$ cat src/rtl/pokemon_match_ctrl_if.sv
// Match-controller bus: game-logic status in, round control and display data out.
// master: the match controller. slave: game logic / display side.
interface pokemon_match_ctrl_if;
  logic        tick;
  logic        start_btn;
  logic        char_alive;
  logic        squir_alive;
  logic [31:0] health_char;
  logic [31:0] health_squir;
  logic        round_reset;
  logic        play_en;
  logic [2:0]  state;
  logic [1:0]  score_char;
  logic [1:0]  score_squir;
  logic [2:0]  round_num;
  logic [1:0]  round_winner;
  logic [1:0]  match_winner;
  logic [15:0] time_left;
  logic [1:0]  low_hp_blink;

  modport master (
    input  tick, start_btn, char_alive, squir_alive, health_char, health_squir,
    output round_reset, play_en, state, score_char, score_squir, round_num,
           round_winner, match_winner, time_left, low_hp_blink
  );

  modport slave (
    output tick, start_btn, char_alive, squir_alive, health_char, health_squir,
    input  round_reset, play_en, state, score_char, score_squir, round_num,
           round_winner, match_winner, time_left, low_hp_blink
  );
endinterface

$ cat src/rtl/pokemon_match_ctrl.sv
// Best-of-N match sequencer: arms rounds, gates play, decides round and match
// winners, and drives the low-HP blink for the display stages.
// Optional round timer compiled in with `define POKEMON_MATCH_TIMER_EN.
module pokemon_match_ctrl #(
  parameter int unsigned ROUNDS_TO_WIN    = 2,
  parameter int unsigned KO_HOLD_TICKS    = 3000,
  parameter int unsigned ROUND_TIME_TICKS = 60000,
  parameter int unsigned LOW_HP_PCT       = 20,
  parameter int unsigned BLINK_TICKS      = 250
) (
  input logic                  clk,
  input logic                  rst,
  pokemon_match_ctrl_if.master bus
);

  localparam logic [1:0]  WinScore   = 2'(ROUNDS_TO_WIN);
  localparam logic [15:0] KoHold     = 16'(KO_HOLD_TICKS);
  localparam logic [15:0] BlinkTicks = 16'(BLINK_TICKS);
  localparam logic [31:0] LowHp      = 32'(LOW_HP_PCT);

  typedef enum logic [2:0] {
    StIdle      = 3'd0,
    StArm       = 3'd1,
    StPlay      = 3'd2,
    StKo        = 3'd3,
    StMatchOver = 3'd4
  } state_e;

  state_e      state_q, state_d;
  logic        start_prev_q;
  logic        arm_phase_q, arm_phase_d;
  logic [1:0]  score_char_q, score_char_d;
  logic [1:0]  score_squir_q, score_squir_d;
  logic [2:0]  round_num_q, round_num_d;
  logic [1:0]  round_winner_q, round_winner_d;
  logic [1:0]  match_winner_q, match_winner_d;
  logic [15:0] tick_cnt_q, tick_cnt_d;
  logic [15:0] blink_cnt_q, blink_cnt_d;
  logic        blink_phase_q, blink_phase_d;
  logic        start_edge;
  logic        char_low, squir_low;
`ifdef POKEMON_MATCH_TIMER_EN
  localparam logic [15:0] RoundTime = 16'(ROUND_TIME_TICKS);
  logic [15:0] time_left_q, time_left_d;
`endif

  // start_prev powers up high so a button held through reset needs a fresh press
  assign start_edge = bus.start_btn & ~start_prev_q;

  // Next-state, scoring and counter logic
  always_comb begin
    state_d        = state_q;
    arm_phase_d    = arm_phase_q;
    score_char_d   = score_char_q;
    score_squir_d  = score_squir_q;
    round_num_d    = round_num_q;
    round_winner_d = round_winner_q;
    match_winner_d = match_winner_q;
    tick_cnt_d     = tick_cnt_q;
    blink_cnt_d    = blink_cnt_q;
    blink_phase_d  = blink_phase_q;
`ifdef POKEMON_MATCH_TIMER_EN
    time_left_d    = time_left_q;
`endif

    unique case (state_q)
      StIdle, StMatchOver: begin
        if (start_edge) begin
          score_char_d   = 2'd0;
          score_squir_d  = 2'd0;
          round_winner_d = 2'b00;
          match_winner_d = 2'b00;
          round_num_d    = 3'd1;
          state_d        = StArm;
        end
      end
      StArm: begin
        // Phase 0 pulses round_reset; phase 1 lets the alive flags reassert
        if (!arm_phase_q) begin
          arm_phase_d = 1'b1;
`ifdef POKEMON_MATCH_TIMER_EN
          time_left_d = RoundTime;
`endif
        end else begin
          state_d = StPlay;
        end
      end
      StPlay: begin
        if (!bus.char_alive && !bus.squir_alive) begin
          round_winner_d = 2'b11;
          state_d        = StKo;
        end else if (!bus.char_alive) begin
          round_winner_d = 2'b10;
          if (score_squir_q < WinScore) score_squir_d = score_squir_q + 2'd1;
          state_d = StKo;
        end else if (!bus.squir_alive) begin
          round_winner_d = 2'b01;
          if (score_char_q < WinScore) score_char_d = score_char_q + 2'd1;
          state_d = StKo;
`ifdef POKEMON_MATCH_TIMER_EN
        end else if (time_left_q == 16'd0) begin
          if (bus.health_char > bus.health_squir) begin
            round_winner_d = 2'b01;
            if (score_char_q < WinScore) score_char_d = score_char_q + 2'd1;
          end else if (bus.health_squir > bus.health_char) begin
            round_winner_d = 2'b10;
            if (score_squir_q < WinScore) score_squir_d = score_squir_q + 2'd1;
          end else begin
            round_winner_d = 2'b11;
          end
          state_d = StKo;
`endif
        end
`ifdef POKEMON_MATCH_TIMER_EN
        if (bus.tick && time_left_q != 16'd0) time_left_d = time_left_q - 16'd1;
`endif
      end
      StKo: begin
        if (bus.tick) begin
          tick_cnt_d = tick_cnt_q + 16'd1;
          if (tick_cnt_d >= KoHold) begin
            if (score_char_q == WinScore || score_squir_q == WinScore) begin
              match_winner_d = (score_char_q == WinScore) ? 2'b01 : 2'b10;
              state_d        = StMatchOver;
            end else begin
              if (round_num_q != 3'd7) round_num_d = round_num_q + 3'd1;
              state_d = StArm;
            end
          end
        end
      end
      default: state_d = StIdle;
    endcase

    // Shared blink timebase runs only while in PLAY
    if (state_q == StPlay) begin
      if (bus.tick) begin
        if (blink_cnt_q + 16'd1 >= BlinkTicks) begin
          blink_cnt_d   = 16'd0;
          blink_phase_d = ~blink_phase_q;
        end else begin
          blink_cnt_d = blink_cnt_q + 16'd1;
        end
      end
    end else begin
      blink_cnt_d   = 16'd0;
      blink_phase_d = 1'b0;
    end

    // Every state entry restarts the per-state counters
    if (state_d != state_q) begin
      tick_cnt_d    = 16'd0;
      arm_phase_d   = 1'b0;
      blink_cnt_d   = 16'd0;
      blink_phase_d = 1'b0;
    end
  end

  // State and datapath registers
  always_ff @(posedge clk) begin
    if (rst) begin
      state_q        <= StIdle;
      start_prev_q   <= 1'b1;
      arm_phase_q    <= 1'b0;
      score_char_q   <= 2'd0;
      score_squir_q  <= 2'd0;
      round_num_q    <= 3'd0;
      round_winner_q <= 2'b00;
      match_winner_q <= 2'b00;
      tick_cnt_q     <= 16'd0;
      blink_cnt_q    <= 16'd0;
      blink_phase_q  <= 1'b0;
`ifdef POKEMON_MATCH_TIMER_EN
      time_left_q    <= 16'd0;
`endif
    end else begin
      state_q        <= state_d;
      start_prev_q   <= bus.start_btn;
      arm_phase_q    <= arm_phase_d;
      score_char_q   <= score_char_d;
      score_squir_q  <= score_squir_d;
      round_num_q    <= round_num_d;
      round_winner_q <= round_winner_d;
      match_winner_q <= match_winner_d;
      tick_cnt_q     <= tick_cnt_d;
      blink_cnt_q    <= blink_cnt_d;
      blink_phase_q  <= blink_phase_d;
`ifdef POKEMON_MATCH_TIMER_EN
      time_left_q    <= time_left_d;
`endif
    end
  end

  // Output decode
  always_comb begin
    char_low  = (bus.health_char <= LowHp) && (bus.health_char != 32'd0);
    squir_low = (bus.health_squir <= LowHp) && (bus.health_squir != 32'd0);
    bus.round_reset  = (state_q == StArm) && !arm_phase_q;
    bus.play_en      = (state_q == StPlay);
    bus.state        = state_q;
    bus.score_char   = score_char_q;
    bus.score_squir  = score_squir_q;
    bus.round_num    = round_num_q;
    bus.round_winner = round_winner_q;
    bus.match_winner = match_winner_q;
    bus.low_hp_blink = {squir_low & blink_phase_q & bus.play_en,
                        char_low & blink_phase_q & bus.play_en};
`ifdef POKEMON_MATCH_TIMER_EN
    bus.time_left    = time_left_q;
`else
    bus.time_left    = 16'd0;
`endif
  end

endmodule
$ cat src/flat_wrapper.sv
// flat-port wrapper written by rule: the top's interface ports become plain ports
module pokemon_match_ctrl_flat 
#(
  parameter int unsigned ROUNDS_TO_WIN    = 2,
  parameter int unsigned KO_HOLD_TICKS    = 3000,
  parameter int unsigned ROUND_TIME_TICKS = 60000,
  parameter int unsigned LOW_HP_PCT       = 20,
  parameter int unsigned BLINK_TICKS      = 250
)
  (clk, rst, bus_tick, bus_start_btn, bus_char_alive, bus_squir_alive, bus_health_char, bus_health_squir, bus_round_reset, bus_play_en, bus_state, bus_score_char, bus_score_squir, bus_round_num, bus_round_winner, bus_match_winner, bus_time_left, bus_low_hp_blink);
  pokemon_match_ctrl_if bus_i ();
  input logic clk;
  input logic rst;
  input wire logic [$bits(bus_i.tick)-1:0] bus_tick;
  input wire logic [$bits(bus_i.start_btn)-1:0] bus_start_btn;
  input wire logic [$bits(bus_i.char_alive)-1:0] bus_char_alive;
  input wire logic [$bits(bus_i.squir_alive)-1:0] bus_squir_alive;
  input wire logic [$bits(bus_i.health_char)-1:0] bus_health_char;
  input wire logic [$bits(bus_i.health_squir)-1:0] bus_health_squir;
  output wire logic [$bits(bus_i.round_reset)-1:0] bus_round_reset;
  output wire logic [$bits(bus_i.play_en)-1:0] bus_play_en;
  output wire logic [$bits(bus_i.state)-1:0] bus_state;
  output wire logic [$bits(bus_i.score_char)-1:0] bus_score_char;
  output wire logic [$bits(bus_i.score_squir)-1:0] bus_score_squir;
  output wire logic [$bits(bus_i.round_num)-1:0] bus_round_num;
  output wire logic [$bits(bus_i.round_winner)-1:0] bus_round_winner;
  output wire logic [$bits(bus_i.match_winner)-1:0] bus_match_winner;
  output wire logic [$bits(bus_i.time_left)-1:0] bus_time_left;
  output wire logic [$bits(bus_i.low_hp_blink)-1:0] bus_low_hp_blink;
  assign bus_i.tick = bus_tick;
  assign bus_i.start_btn = bus_start_btn;
  assign bus_i.char_alive = bus_char_alive;
  assign bus_i.squir_alive = bus_squir_alive;
  assign bus_i.health_char = bus_health_char;
  assign bus_i.health_squir = bus_health_squir;
  assign bus_round_reset = bus_i.round_reset;
  assign bus_play_en = bus_i.play_en;
  assign bus_state = bus_i.state;
  assign bus_score_char = bus_i.score_char;
  assign bus_score_squir = bus_i.score_squir;
  assign bus_round_num = bus_i.round_num;
  assign bus_round_winner = bus_i.round_winner;
  assign bus_match_winner = bus_i.match_winner;
  assign bus_time_left = bus_i.time_left;
  assign bus_low_hp_blink = bus_i.low_hp_blink;
  pokemon_match_ctrl #(.ROUNDS_TO_WIN(ROUNDS_TO_WIN), .KO_HOLD_TICKS(KO_HOLD_TICKS), .ROUND_TIME_TICKS(ROUND_TIME_TICKS), .LOW_HP_PCT(LOW_HP_PCT), .BLINK_TICKS(BLINK_TICKS)) u_core (.clk(clk), .rst(rst), .bus(bus_i));
endmodule
$ cat config.mk
export PLATFORM = sky130hd
export DESIGN_NAME = pokemon_match_ctrl_flat
export DESIGN_NICKNAME = d
export VERILOG_FILES = /design/src/rtl/pokemon_match_ctrl_if.sv /design/src/rtl/pokemon_match_ctrl.sv /design/src/flat_wrapper.sv
export SDC_FILE = /design/constraint.sdc
export NUM_CORES = 1
export LEC_CHECK = 0
export BUFFER_PORTS_ARGS = -buffer_cell sky130_fd_sc_hd__buf_2
export CAP_MARGIN = 5
export CORE_UTILIZATION = 29
export CTS_CLUSTER_DIAMETER = 120
export DETAILED_ROUTE_END_ITERATION = 8
export PLACE_DENSITY = 0.61
export SLEW_MARGIN = 20
export SYNTH_ARGS = -nofsm -noshare
export SYNTH_HDL_FRONTEND = slang
export SYNTH_SLANG_ARGS = --single-unit
$ cat constraint.sdc
create_clock -name clk -period 3.1 [get_ports clk]
set_input_delay 0.465 -clock clk [delete_from_list [all_inputs] [get_ports clk]]
set_output_delay 0.465 -clock clk [all_outputs]
set_load 0.02 [all_outputs]
## After elaboration in Yosys (flattened, before gate mapping)

Index checks and enable logic that the tools add are counted.

- Logic and storage cells: 109
- Register bits after elaboration: 49

- Add/sub/neg operators: 5
- Bitwise logic cells: 8
- Muxes and demuxes: 35
- Reduce and logical (&&, ||, !) cells: 23
- Magnitude comparators: 6
- Eq/ne operators: 21

Operator list:

| operator | count |
|---|---|
| less-or-equal comparator 32 x 5 -> 1 bit (second input constant) | 2 |
| nonzero test 32 bit | 2 |
| two-way mux 3 bit | 13 |
| adder 16 x 1 -> 16 bit (second input constant) | 2 |
| two-way mux 2 bit | 15 |
| >= comparator 16 x 12 -> 1 bit (second input constant) | 1 |
| >= comparator 16 x 8 -> 1 bit (second input constant) | 1 |
| two-way mux 16 bit | 1 |
| case mux 2 bit (2 select lines) | 4 |
| inequality test 2 x 1 -> 1 bit (second input constant) | 6 |
| inequality test 2 bit (second input constant) | 6 |
| case mux 3 bit (4 select lines) | 1 |
| AND reduction 6 bit | 2 |
| AND reduction 5 bit | 2 |
| equality test 3 x 2 -> 1 bit (second input constant) | 2 |
| case mux 3 bit (2 select lines) | 1 |
| bitwise AND 1 bit | 5 |
| adder 2 x 1 -> 2 bit (second input constant) | 2 |
| equality test 2 bit (second input constant) | 2 |
| logical AND 1 bit | 4 |
| < comparator 2 bit (second input constant) | 2 |
| inequality test 4 x 3 -> 1 bit (second input constant) | 1 |
| AND reduction 2 bit | 2 |
| nonzero test 2 bit | 2 |
| other kinds (12) | 17 |

## Logic depth before layout (Yosys ltp)

- Word-level depth: 8
- Depth in mapped cells: 10
- Gate-level depth less buffers: 9

## Worst setup path before layout

OpenSTA, ideal clock, no wires.

- Path type: reg-to-output
- From: reg u_core.state_q[1], in the netlist u_core.bus.state[1]
- To: out bus_low_hp_blink[1]
- Stages on the path, launching flop included: 6
- Arrival: 2,527 ps
- Data required time: 2,635 ps
- Path slack: 108 ps
- Cells stage by stage: dfxtp_1 clkbuf_1 or3b_1 inv_1 nand2_1 a2111oi_0

- Word-level cells in the longest chain between the ends: 2

RTL lines:

| item | line | text |
|---|---|---|
| from (decl) | pokemon_match_ctrl.sv:29 | `state_e state_q, state_d;` |
| from (signal assigned) | pokemon_match_ctrl.sv:162 | `state_q <= StIdle;` |
| from (signal assigned) | pokemon_match_ctrl.sv:177 | `state_q <= state_d;` |
| equality test 3 x 2 -> 1 bit | pokemon_match_ctrl.sv:199 | `bus.play_en = (state_q == StPlay);` |
| named net bus_play_en | flat_wrapper.sv:21 | `output wire logic [$bits(bus_i.play_en)-1:0] bus_play_en;` |
| bitwise AND 1 bit | pokemon_match_ctrl.sv:206 | `bus.low_hp_blink = {squir_low & blink_phase_q & bus.play_en,` |
| to (decl) | flat_wrapper.sv:29 | `output wire logic [$bits(bus_i.low_hp_blink)-1:0] bus_low_hp_blink;` |

The timed path passes the listed nets, and every way through them passes these cells.

## Worst setup path after layout

- From: reg u_core.state_q[1], in the netlist u_core.bus.state[1]
- To: out bus_low_hp_blink[0]

- Word-level cells in the longest chain between the ends: 2

RTL lines:

| item | line | text |
|---|---|---|
| equality test 3 x 2 -> 1 bit | pokemon_match_ctrl.sv:199 |  |
| bitwise AND 1 bit | pokemon_match_ctrl.sv:207 | `char_low & blink_phase_q & bus.play_en};` |

Every way passes these cells.

==> key figures <==
Floorplan
  • Die X: 109.1 um
  • Placeable Area: 0.01103 mm^2
  • Starting density of the core: 0.3017
  • Die ar.: 0.01191 mm^2
  • Die extent in y: 109.1 um
  • Row count: 38
  • Num ports: 104

Drt
  • Remaining DRCs: 0
  • Pre-Repair DR Iteration Count: 4
  • Wire per inst: 12.93 um
  • Post-route ant nets: 0
  • Routed vias/inst: 5.174
  • Total Wirelength: 8169 um
  • Via count: 3270
  • DRT iter0 DRCs: 224

Placed design
  • Port Buffers: 87
  • Post-DP HPWL: 6212 um
  • Setup WS pre-CTS: 0.3204 ns
  • Placed Instances: 624
  • Post-DP Area: 0.003819 mm^2
  • GPL Wtd Cong: 0.8701

Synth
  • Ys flop type: dfxtp_1
  • Synth Cell Area: 0.003328 mm^2
  • Post-synth top area cell: dfxtp_1
  • Yosys reg bits: 49
  • Syn Area/Cell: 8.039 um^2
  • Number of flops mapped to enable cells by yosys: 0
  • Top cells by area, synth: dfxtp_1 29%, nor4_1 5.5%, buf_4 3.8%
  • Yosys warning total: 0
  • Synth unique cells: 72
  • Synth Instances: 414
  • Post-synth top area share: 0.2947
  • Sequential area share after synthesis: 0.2947
  • Async SR Flop Fraction: 0

Power and ir drop
  • Static leakage: 0.001463 uW
  • Pwr/cell area: 325.1 mW/mm^2
  • Peak VDD IR: 0.2975 mV

Job
  • Max_cap viols: 0

Critical path
  • CP top delay family: simple AND/OR/NAND/NOR gates
  • Buffers and inverters on the worst path: 2
  • Nature of the critical path endpoint: output pin
  • CP max stage cell: a2111oi_0
  • Worst-path maximum fanout: 10
  • Crit-path max cell delay: 0.56 ns
  • Critical path, cell by cell: or3b_1 > inv_1 > nand2_1 > a2111oi_0 > buf_2
  • Arrival @ worst endpoint: 2.39 ns
  • WS Path Type: flip-flop to output pin
  • CP required: 2.63 ns
  • CP startpoint kind: flip-flop

Clock tree
  • Post-CTS setup buffers: 0
  • Register clock-pin slew on the reported worst setup and hold paths: 0.06 ns
  • Clock Latency Late Sink: 0.29 ns
  • TritonCTS clock tree: yes
  • Total CTS buffers: 5
  • CTS root buf: clkbuf_16
  • CTS Buffer Depth: 2
  • Clock tree sinks: 49
  • H-tree level count: 2

Global route
  • First-pass GRT wire length: 13340 um
  • Vias in the first global route: 2987
  • Initial antenna violation count: 0
  • Grt ovf: 0
  • Gr usage total: 0.1410
  • Pin count of the biggest net entering global routing: 18

Timing
  • Tcrit/Tclk final: 0.9195
  • Setup ws final: 0.2495 ns
  • Minimum clock period: 2.850 ns
  • Pins over their slew limit: 0
  • Layout Skew: 0.003943 ns
  • Max Clock Freq: 0.3508 GHz
  • Setup-failing EPs final: 0
  • Max-slew headroom: 0.5546
  • Hold Vio Cnt, Final: 0
  • Setup TNS: 0 ns
  • Unrepaired setup endpoints after global routing: false
  • Worst Tran Pin Value: 0.6620 ns

Finish
  • Diode count: 0
  • Area Overhead vs Synth: 19.21%
  • Design area: 0.003968 mm^2
  • Most frequent cells in the layout: 87 x buf_2, 49 x dfxtp_1, 34 x nand2_1, 30 x nor2_1, 28 x nor4_1
  • Layout Cells excl Fill: 632
  • Nets@finish: 569
  • Commonest non-fill, non-tap cell in the layout: buf_2
  • Layout cells sized above 1: 0.2642

Status
  • Status: finished clean

Min path
  • Hold/Removal Path Class: input pin to flip-flop
==> metal layers <==
| layer | up-vias | share of wire | wire, um | track usage |
|---|---|---|---|---|
| li1 | 1657 | - | - | - |
| met1 | 1482 | 0.45 | 3691 | 0.1697 |
| met2 | 124 | 0.47 | 3806 | 0.2489 |
| met3 | 7 | 0.065 | 532 | 0.02152 |
| met4 | 0 | 0.017 | 139 | 0.05598 |
| met5 | - | 0 | 0 | 0 |
==> final timing paths <==
path	start	to	slack [ns]	cells past startpoint
max	u_core.bus.state[1]	bus_low_hp_blink[0]	0.25	5
min	bus_start_btn	u_core.start_prev_q	0.38	2
max reg2reg	u_core.tick_cnt_q[0]	u_core.tick_cnt_q[1]	0.28	9
min reg2reg	u_core.bus.score_squir[0]	u_core.bus.score_squir[0]	0.49	2
==> area by class of cell <==
class                      instances  area, um^2
clock buffer                       5       125.1
fill                            1139        7063
tap                              140       175.2
clock inverter                     3       17.52
inverter                          13       48.80
timing repair buffer              95       508.0
multi-input combinational        327        2112
sequential                        49       980.9
==> worst reg2reg max path, stage by stage (launching register included) <==
cell and delay (ns):
dfxtp_1 0.47, ha_1 0.36, nand3_2 0.20, o31ai_1 0.25, a221oi_1 0.11, or4_4 0.54, o21a_4 0.23, a211oi_4 0.27
buf_12 0.20, nor4_1 0.07
==> stage by stage <==
stage / util / hold WS, ns / power (uW)
2_1_floorplan: - / 0.4545 / 724.9
3_3_place_gp: 0.3462 / 0.4709 / 765.3
3_5_place_dp: 0.3462 / 0.4755 / 768.4
4_1_cts: 0.3591 / 0.3680 / 1307
5_1_grt: 0.3597 / 0.3702 / 1349
6_report: 0.3597 / 0.3768 / 1290
==> state kept, by name, summed over array words and instances (netlist names) <==
name / count
u_core.arm_phase_q: 1
u_core.blink_cnt_q: 16
u_core.blink_phase_q: 1
u_core.bus.match_winner: 2
u_core.bus.round_num: 3
u_core.bus.round_winner: 2
u_core.bus.score_char: 2
u_core.bus.score_squir: 2
u_core.bus.state: 3
u_core.start_prev_q: 1
u_core.tick_cnt_q: 16
==> synth_stat cells, types with 4 or more instances <==
library cell / count
o211ai_1: 4
nand3b_1: 7
a21oi_1: 22
inv_1: 12
nor4_2: 9
nor4_1: 29
dfxtp_1: 49
o21ai_0: 11
nand4_1: 14
nor2b_1: 4
o22ai_1: 4
and2_1: 10
buf_2: 7
clkbuf_1: 12
nand2b_1: 7
nand2_1: 34
nor3_1: 17
ha_1: 8
or4_1: 5
nand3_1: 12
o41ai_1: 4
buf_4: 17
xor2_1: 9
xnor2_1: 10
nor2_1: 30
==> report_power, final <==
part	leakage, uW	switching, uW	internal (uW)
combinational	0.000998	67.9	47.1
clock	0.0000696	241	296
sequential	0.000395	5.19	633
total	0.00146	314	976
==> cell families (layout without fill, tap and decap cells) <==
group                      count (synthesis)  in the layout  share of synthesized area
AOI/OAI and AO/OA                         80             80                     0.1688
xor gates and xnor gates                  19             19                    0.05000
adders and majority gates                  8              8                    0.03008
buffers and inverters                     53            116                    0.08947
DFF                                       49             49                     0.2947
muxes                                      1              1                   0.003008
other                                      1             16                   0.001127
and+or+nand+nor                          203            203                     0.3628
==> repair_timing <==
| action | CTS | global route |
|---|---|---|
| setup endpoints to repair | 0 | 1 |
| resized for setup | 0 | 1 |
| hold buffers | 0 | 0 |
(Power assumes the default switching activity.)
